## config.mk

```make
export PLATFORM = sky130hd
export DESIGN_NAME = int_to_float
export DESIGN_NICKNAME = d
export VERILOG_FILES = /design/src/rtl/fp_pkg.sv /design/src/rtl/lzc32.sv /design/src/rtl/int_to_float.sv
export SDC_FILE = /design/constraint.sdc
export NUM_CORES = 1
export LEC_CHECK = 0
export ABC_AREA = 1
export BUFFER_PORTS_ARGS = -buffer_cell sky130_fd_sc_hd__buf_2
export CORE_MARGIN = 8
export CORE_UTILIZATION = 54
export DETAILED_ROUTE_END_ITERATION = 8
export PLACE_DENSITY = 0.77
export SLEW_MARGIN = 0
export SYNTH_ARGS = -nofsm -noshare
export SYNTH_HDL_FRONTEND = slang
export SYNTH_SLANG_ARGS = --single-unit
```

## constraint.sdc

```tcl
create_clock -name clk -period 2.5 [get_ports clk]
set_input_delay 0.5 -clock clk [delete_from_list [all_inputs] [get_ports clk]]
set_output_delay 0.5 -clock clk [all_outputs]
set_load 0.02 [all_outputs]
```

## src/rtl/fp_pkg.sv

```systemverilog
// Shared constants and state encoding for the binary32 converter family.
package fp_pkg;

    typedef enum logic [2:0] {
        GET_A,
        CONVERT,
        NORMALISE,
        ROUND,
        PACK,
        PUT_RESULT
    } state_t;

    localparam int FP_BIAS   = 127;
    localparam int FP_EXP_W  = 8;
    localparam int FP_MANT_W = 23;

    localparam logic [31:0] FP_POS_ZERO = 32'h00000000;

endpackage

```

## src/rtl/lzc32.sv

```systemverilog
// Combinational leading-zero counter for a 32-bit word; an all-zero word reports 32.
module lzc32 (
    input  logic [31:0] value,
    output logic [5:0]  count
);

    // Scanning upward lets the highest set bit make the final assignment.
    always_comb begin
        count = 6'd32;
        for (int i = 0; i < 32; i++) begin
            if (value[i]) begin
                count = 6'(31 - i);
            end
        end
    end

endmodule

```

## src/rtl/int_to_float.sv

```systemverilog
// Signed 32-bit integer to IEEE-754 binary32 converter, round-to-nearest-even.
// Define ITOF_FAST_NORM_EN for single-cycle normalisation via lzc32 and a barrel shift.
module int_to_float
    import fp_pkg::*;
(
    input  logic        clk,
    input  logic        rst,
    input  logic [31:0] input_a,
    input  logic        in_valid,
    output logic        in_ready,
    output logic [31:0] output_result,
    output logic        out_valid,
    input  logic        out_ready
);

    state_t state;

    logic [31:0]          a_reg;
    logic [31:0]          value;
    logic                 sign;
    logic [FP_EXP_W-1:0]  exponent;
    logic [FP_MANT_W-1:0] mantissa;

    logic        guard;
    logic        round_bit;
    logic        sticky;
    logic        round_up;
    logic [23:0] rounded_frac;

    assign in_ready = (state == GET_A);

    // The hidden bit value[31] is always set here, so a full 24-bit mantissa of
    // all ones is exactly a 23-bit fraction of all ones carrying into bit 23.
    assign guard        = value[7];
    assign round_bit    = value[6];
    assign sticky       = |value[5:0];
    assign round_up     = guard & (round_bit | sticky | value[8]);
    assign rounded_frac = {1'b0, value[30:8]} + {23'd0, round_up};

`ifdef ITOF_FAST_NORM_EN
    logic [5:0] lz;

    lzc32 u_lzc (
        .value (value),
        .count (lz)
    );
`endif

    always_ff @(posedge clk) begin
        if (rst) begin
            state         <= GET_A;
            out_valid     <= 1'b0;
            output_result <= FP_POS_ZERO;
            a_reg         <= 32'd0;
            value         <= 32'd0;
            sign          <= 1'b0;
            exponent      <= '0;
            mantissa      <= '0;
        end else begin
            case (state)
                GET_A: begin
                    if (in_valid) begin
                        a_reg <= input_a;
                        state <= CONVERT;
                    end
                end

                CONVERT: begin
                    if (a_reg == 32'd0) begin
                        output_result <= FP_POS_ZERO;
                        out_valid     <= 1'b1;
                        state         <= PUT_RESULT;
                    end else begin
                        sign     <= a_reg[31];
                        value    <= a_reg[31] ? (~a_reg + 32'd1) : a_reg;
                        exponent <= 8'd31;
                        state    <= NORMALISE;
                    end
                end

                NORMALISE: begin
`ifdef ITOF_FAST_NORM_EN
                    value    <= value << lz;
                    exponent <= 8'd31 - {2'b00, lz};
                    state    <= ROUND;
`else
                    if (!value[31]) begin
                        value    <= value << 1;
                        exponent <= exponent - 8'd1;
                    end else begin
                        state <= ROUND;
                    end
`endif
                end

                ROUND: begin
                    mantissa <= rounded_frac[22:0];
                    if (rounded_frac[23]) begin
                        exponent <= exponent + 8'd1;
                    end
                    state <= PACK;
                end

                PACK: begin
                    output_result <= {sign, exponent + 8'(FP_BIAS), mantissa};
                    out_valid     <= 1'b1;
                    state         <= PUT_RESULT;
                end

                PUT_RESULT: begin
                    if (out_ready) begin
                        out_valid <= 1'b0;
                        state     <= GET_A;
                    end
                end

                default: state <= GET_A;
            endcase
        end
    end

endmodule

```

Yosys cells after proc, flatten, opt, wreduce, memory -nomap -nowiden

Index checks and enable logic that the tools add are counted.

Bits in registers: 132
Bits of input ports: 36
Output and inout port bits: 34

Add/subtract/negate cells: 5
Equal/unequal tests: 12
Mux-type cells: 18
Bitwise logic cells: 5
Reductions and logical operators: 15

Operators with widths:

| cell                                             | count |
|---|---|
| two-way mux 32 bit                               | 4 |
| case mux 32 bit (2 select lines)                 | 2 |
| adder 32 x 1 -> 32 bit, second input constant    | 1 |
| logical NOT 32 bit                               | 1 |
| NOT 32 bit                                       | 1 |
| adder 23 x 1 -> 24 bit                           | 1 |
| two-way mux 8 bit                                | 3 |
| case mux 8 bit (3 select lines)                  | 1 |
| case mux 3 bit (6 select lines)                  | 1 |
| inequality test 2 bit, second input constant     | 7 |
| two-way mux 3 bit                                | 4 |
| AND reduction 3 bit                              | 3 |
| adder 8 x 1 -> 8 bit, second input constant      | 1 |
| adder 8 x 7 -> 8 bit, second input constant      | 1 |
| AND reduction 2 bit                              | 4 |
| subtractor 8 x 1 -> 8 bit, second input constant | 1 |
| == test 3 x 2 -> 1 bit, second input constant    | 2 |
| == test 3 bit, second input constant             | 2 |
| nonzero test 3 bit                               | 2 |
| OR reduction 6 bit                               | 1 |
| AND reduction 4 bit                              | 1 |
| nonzero test 2 bit                               | 2 |
| == test 3 x 1 -> 1 bit, second input constant    | 1 |
| logical NOT 3 bit                                | 1 |
| 5 further kinds                                  | 7 |

Longest topological paths before layout

Depth in word-level cells: 7
Depth in mapped cells: 15

Least setup slack after synthesis

Ideal clock, no wire load.

Kind: reg-to-reg
Start point: reg state[2]
End point: reg exponent[5]
Setup time: 0.070 ns
Arrival: 2.269 ns
Required time: 2.430 ns
Path slack: 0.160 ns
Stages on the path, launching flop included: 16
Path through: dfxtp_1 inv_1 nand2_1 inv_1 nand2_1 clkbuf_1 ha_1 nand2_1 inv_1 o21ai_0 nand3_1 nand2_1 nand2_1 nor2_1 nand2_1 a21oi_1

Word-level cells in the longest chain between the ends: 3
Elaborated cells on any way between the ends: 9

RTL lines:

| item                                                                         | RTL line           | RTL |
|---|---|---|
| start, declared                                                              | int_to_float.sv:16 | `state_t state;` |
| start signal, assigned                                                       | int_to_float.sv:51 | `state <= GET_A;` |
| start signal, assigned                                                       | int_to_float.sv:64 | `state <= CONVERT;` |
| start signal, assigned                                                       | int_to_float.sv:72 | `state <= PUT_RESULT;` |
| == test 3 x 2 -> 1 bit / == test 3 x 1 -> 1 bit (equally long branches)      | int_to_float.sv:60 | `case (state)` |
| inequality test 2 bit (no line) / nonzero test 3 bit (equally long branches) | --                 |  |
| AND reduction 4 bit (no line)                                                | --                 |  |
| end signal, assigned                                                         | int_to_float.sv:89 | `exponent <= exponent - 8'd1;` |
| end signal, assigned                                                         | int_to_float.sv:99 | `exponent <= exponent + 8'd1;` |
| end, declared                                                                | int_to_float.sv:21 | `logic [FP_EXP_W-1:0] exponent;` |

Several ways; a longest one is shown, not always the timed one.
A chain may end at the register's enable or synchronous reset.

Worst setup path after layout

Start point: reg state[2]
End point: reg exponent[7]

Same word-level chain as after synthesis.

==> flow_metrics.tcl <==
set metrics [dict create \
    dieArea_um2 17100 \
    grt_pass1_wl_um 30000 \
    grt_usage_pct 21.8 \
    wire_per_inst_um 13.3 \
    arrival_ns 2.49 \
    hold_viol 0 \
    setup_tns_ns 0 \
    yosysSeqAreaShare_pct 37.3 \
    rows 42 \
    clock_latency_ns 0.42 \
    path_common_cell "nand2_1" \
    syn2layout_area_growth_pct 14.4 \
    gp_congestion 0.933 \
    hold_ws_ns 0.357 \
    clock-sinks 132 \
    crit_fanout 8 \
    synthCells 1105 \
    start_kind "flop" \
    ant_nets 0 \
    endpoint_kind "flop" \
    stdcell_count 1349 \
    cts_buffer_depth 2 \
    crit_chain "inv_1, nand2_1, inv_1, nand2_1, ha_1, a21oi_1, nor2_1, nor2_1, nand2_1, nand2_1, nand2_1, nor2_1, nand2_1, a21oi_1" \
    path_buf_inv 2 \
    period_share_pct 86.0 \
    place_area_um2 7570 \
    cts_tree "built" \
    syn_area_per_cell_um2 6.42 \
    place_ws_ns 0.385 \
    dr.pass1.iters 5 \
    route.detailed.drc 0 \
    netlist_area_um2 7090 \
    final_area_um2 8110 \
    yosysUniqueCellTypes 42 \
    drt_iter0_markers 659 \
    routed_wl_um 17900 \
    port_buffers 69 \
    numCtsBuffers 17 \
    post_route_cells_drive_above_1_share_pct 11.8 \
    dp_cells 1318 \
    post_cts.repair.setup_buffers 0 \
    totalPowerFinal_mw 8.76 \
    syn_nets 1151 \
    die_width_um 131 \
    yosysWarnings 0 \
    slowest_delay_ns 0.40 \
    mostFrequentLayoutCell "nand2_1" \
    peakVddDrop_mv 0.550 \
    clkTransAtPathRegs_ns 0.06 \
    critical_path.top_delay_family "simple AND/OR/NAND/NOR gates" \
    clock.fmax_mhz 465 \
    power.density_nw_per_um2 1080 \
    period_needed_ns 2.15 \
    finalNetCount 1207 \
    cts_root_buf "clkbuf_16" \
    cpMaxStageDelayCell "ha_1" \
    start_util_pct 54.4 \
    hold_buffers 0 \
    dpl.hpwl_um 12900 \
    grt_max_degree 74 \
    relSlewSlack_pct 59.1 \
    fin_skew_ns 0.00600 \
    post-route-util_pct 62.3 \
    worstPathRequired_ns 2.84 \
    status "completed" \
    layout_setup_ws_ns 0.351 \
    viasPerCell 5.30 \
    ctsResizeCount 0 \
    antenna_found_initial 0 \
    async_flop_share_pct 0 \
    rsz0062_at_grt "no" \
    grt.overflow.total 0 \
    antenna_cells 0 \
    ys_ff_latch 132 \
    cellLeakagePower_nw 3.70 \
    synth_ff_type "dfxtp_1" \
    core_area_um2 13000 \
    tightest_slew_ns 0.613 \
    h-tree-depth 4 \
    final_max_slew_viol_count 0 \
    critical_path_class "reg2reg" \
    setup_viol 0 \
    grt_pass1_vias 6293 \
    ios 70 \
    hold_class "in2reg" \
    chipHeight_um 131 \
    synth_edf_count 0 \
    drv_cap 0 \
    most-common-layout-cells "268 x nand2_1, 146 x nor2_1, 132 x dfxtp_1" \
    vias 7148 \
]
==> power breakdown <==
| part | total, mW | internal (mW) | switching (mW) |
|---|---|---|---|
| combinational | 3.36 | 1.17 | 2.20 |
| clock | 2.29 | 1.43 | 0.854 |
| sequential | 3.11 | 2.57 | 0.543 |
==> synth_stat cells (2+ instances only) <==
cell type	count	area, um^2
nand2_2	3	18.8
ha_1	9	113
nand3b_1	3	22.5
nand3_1	92	460
buf_2	13	65.1
o221ai_1	3	26.3
xnor2_1	5	43.8
or2_2	7	43.8
a21oi_1	100	500
nor2_2	7	43.8
inv_2	2	7.51
xor2_1	8	70.1
o211ai_1	4	30.0
clkbuf_1	28	105
inv_1	108	405
nor2_1	148	556
o21ai_1	29	145
buf_1	2	7.51
nor2_4	2	22.5
dfxtp_1	132	2640
nor3_1	18	90.1
nand4_1	7	43.8
nand2_1	268	1010
o21ai_0	87	435
buf_4	3	22.5
==> layer usage <==
metal	routed length, um	up-vias	GRT usage (%)
li1	-	3699	-
met5	0	-	0
met3	1210	27	4.22
met1	8460	3173	29.7
met4	329	0	8.24
met2	7950	249	33.5
==> worst paths after layout <==
check                    start           endpoint  slack (ns)  depth (start not counted)
min reg2reg  output_result[11]  output_result[11]        0.46                          2
max                   state[2]        exponent[7]        0.35                         14
min                 input_a[5]           a_reg[5]        0.36                          3
max reg2reg           state[2]        exponent[7]        0.35                         14
==> cells by family (layout without fill, tap and decap cells) <==
kind of cell | count (synthesis) | in the layout | share of synthesized area, %
mux | 1 | 1 | 0.141
buf+inv | 159 | 227 | 8.93
simple gates | 559 | 559 | 33.1
xor+xnor | 13 | 13 | 1.61
compound gates | 231 | 231 | 17.1
fa+ha+maj | 10 | 10 | 1.87
flops | 132 | 132 | 37.3
==> worst register-to-register path: cells and delay by family (launching register included) <==
family | cells | cell delay [ns]
fa+ha+maj | 1 | 0.40
compound gates | 2 | 0.38
flops | 1 | 0.35
buf+inv | 2 | 0.20
simple gates | 9 | 0.75
==> layout make-up <==
cell class                      instances  area [um^2]
Fill cell                            1308         4920
Multi-Input combinational cell        814         3820
Sequential cell                       132         2640
Clock buffer                           26          489
Timing Repair Buffer                   84          470
Inverter                              112          422
Tap cell                              176          220
Clock inverter                          5         50.0
No activity file was read; power rests on OpenSTA's default activity.
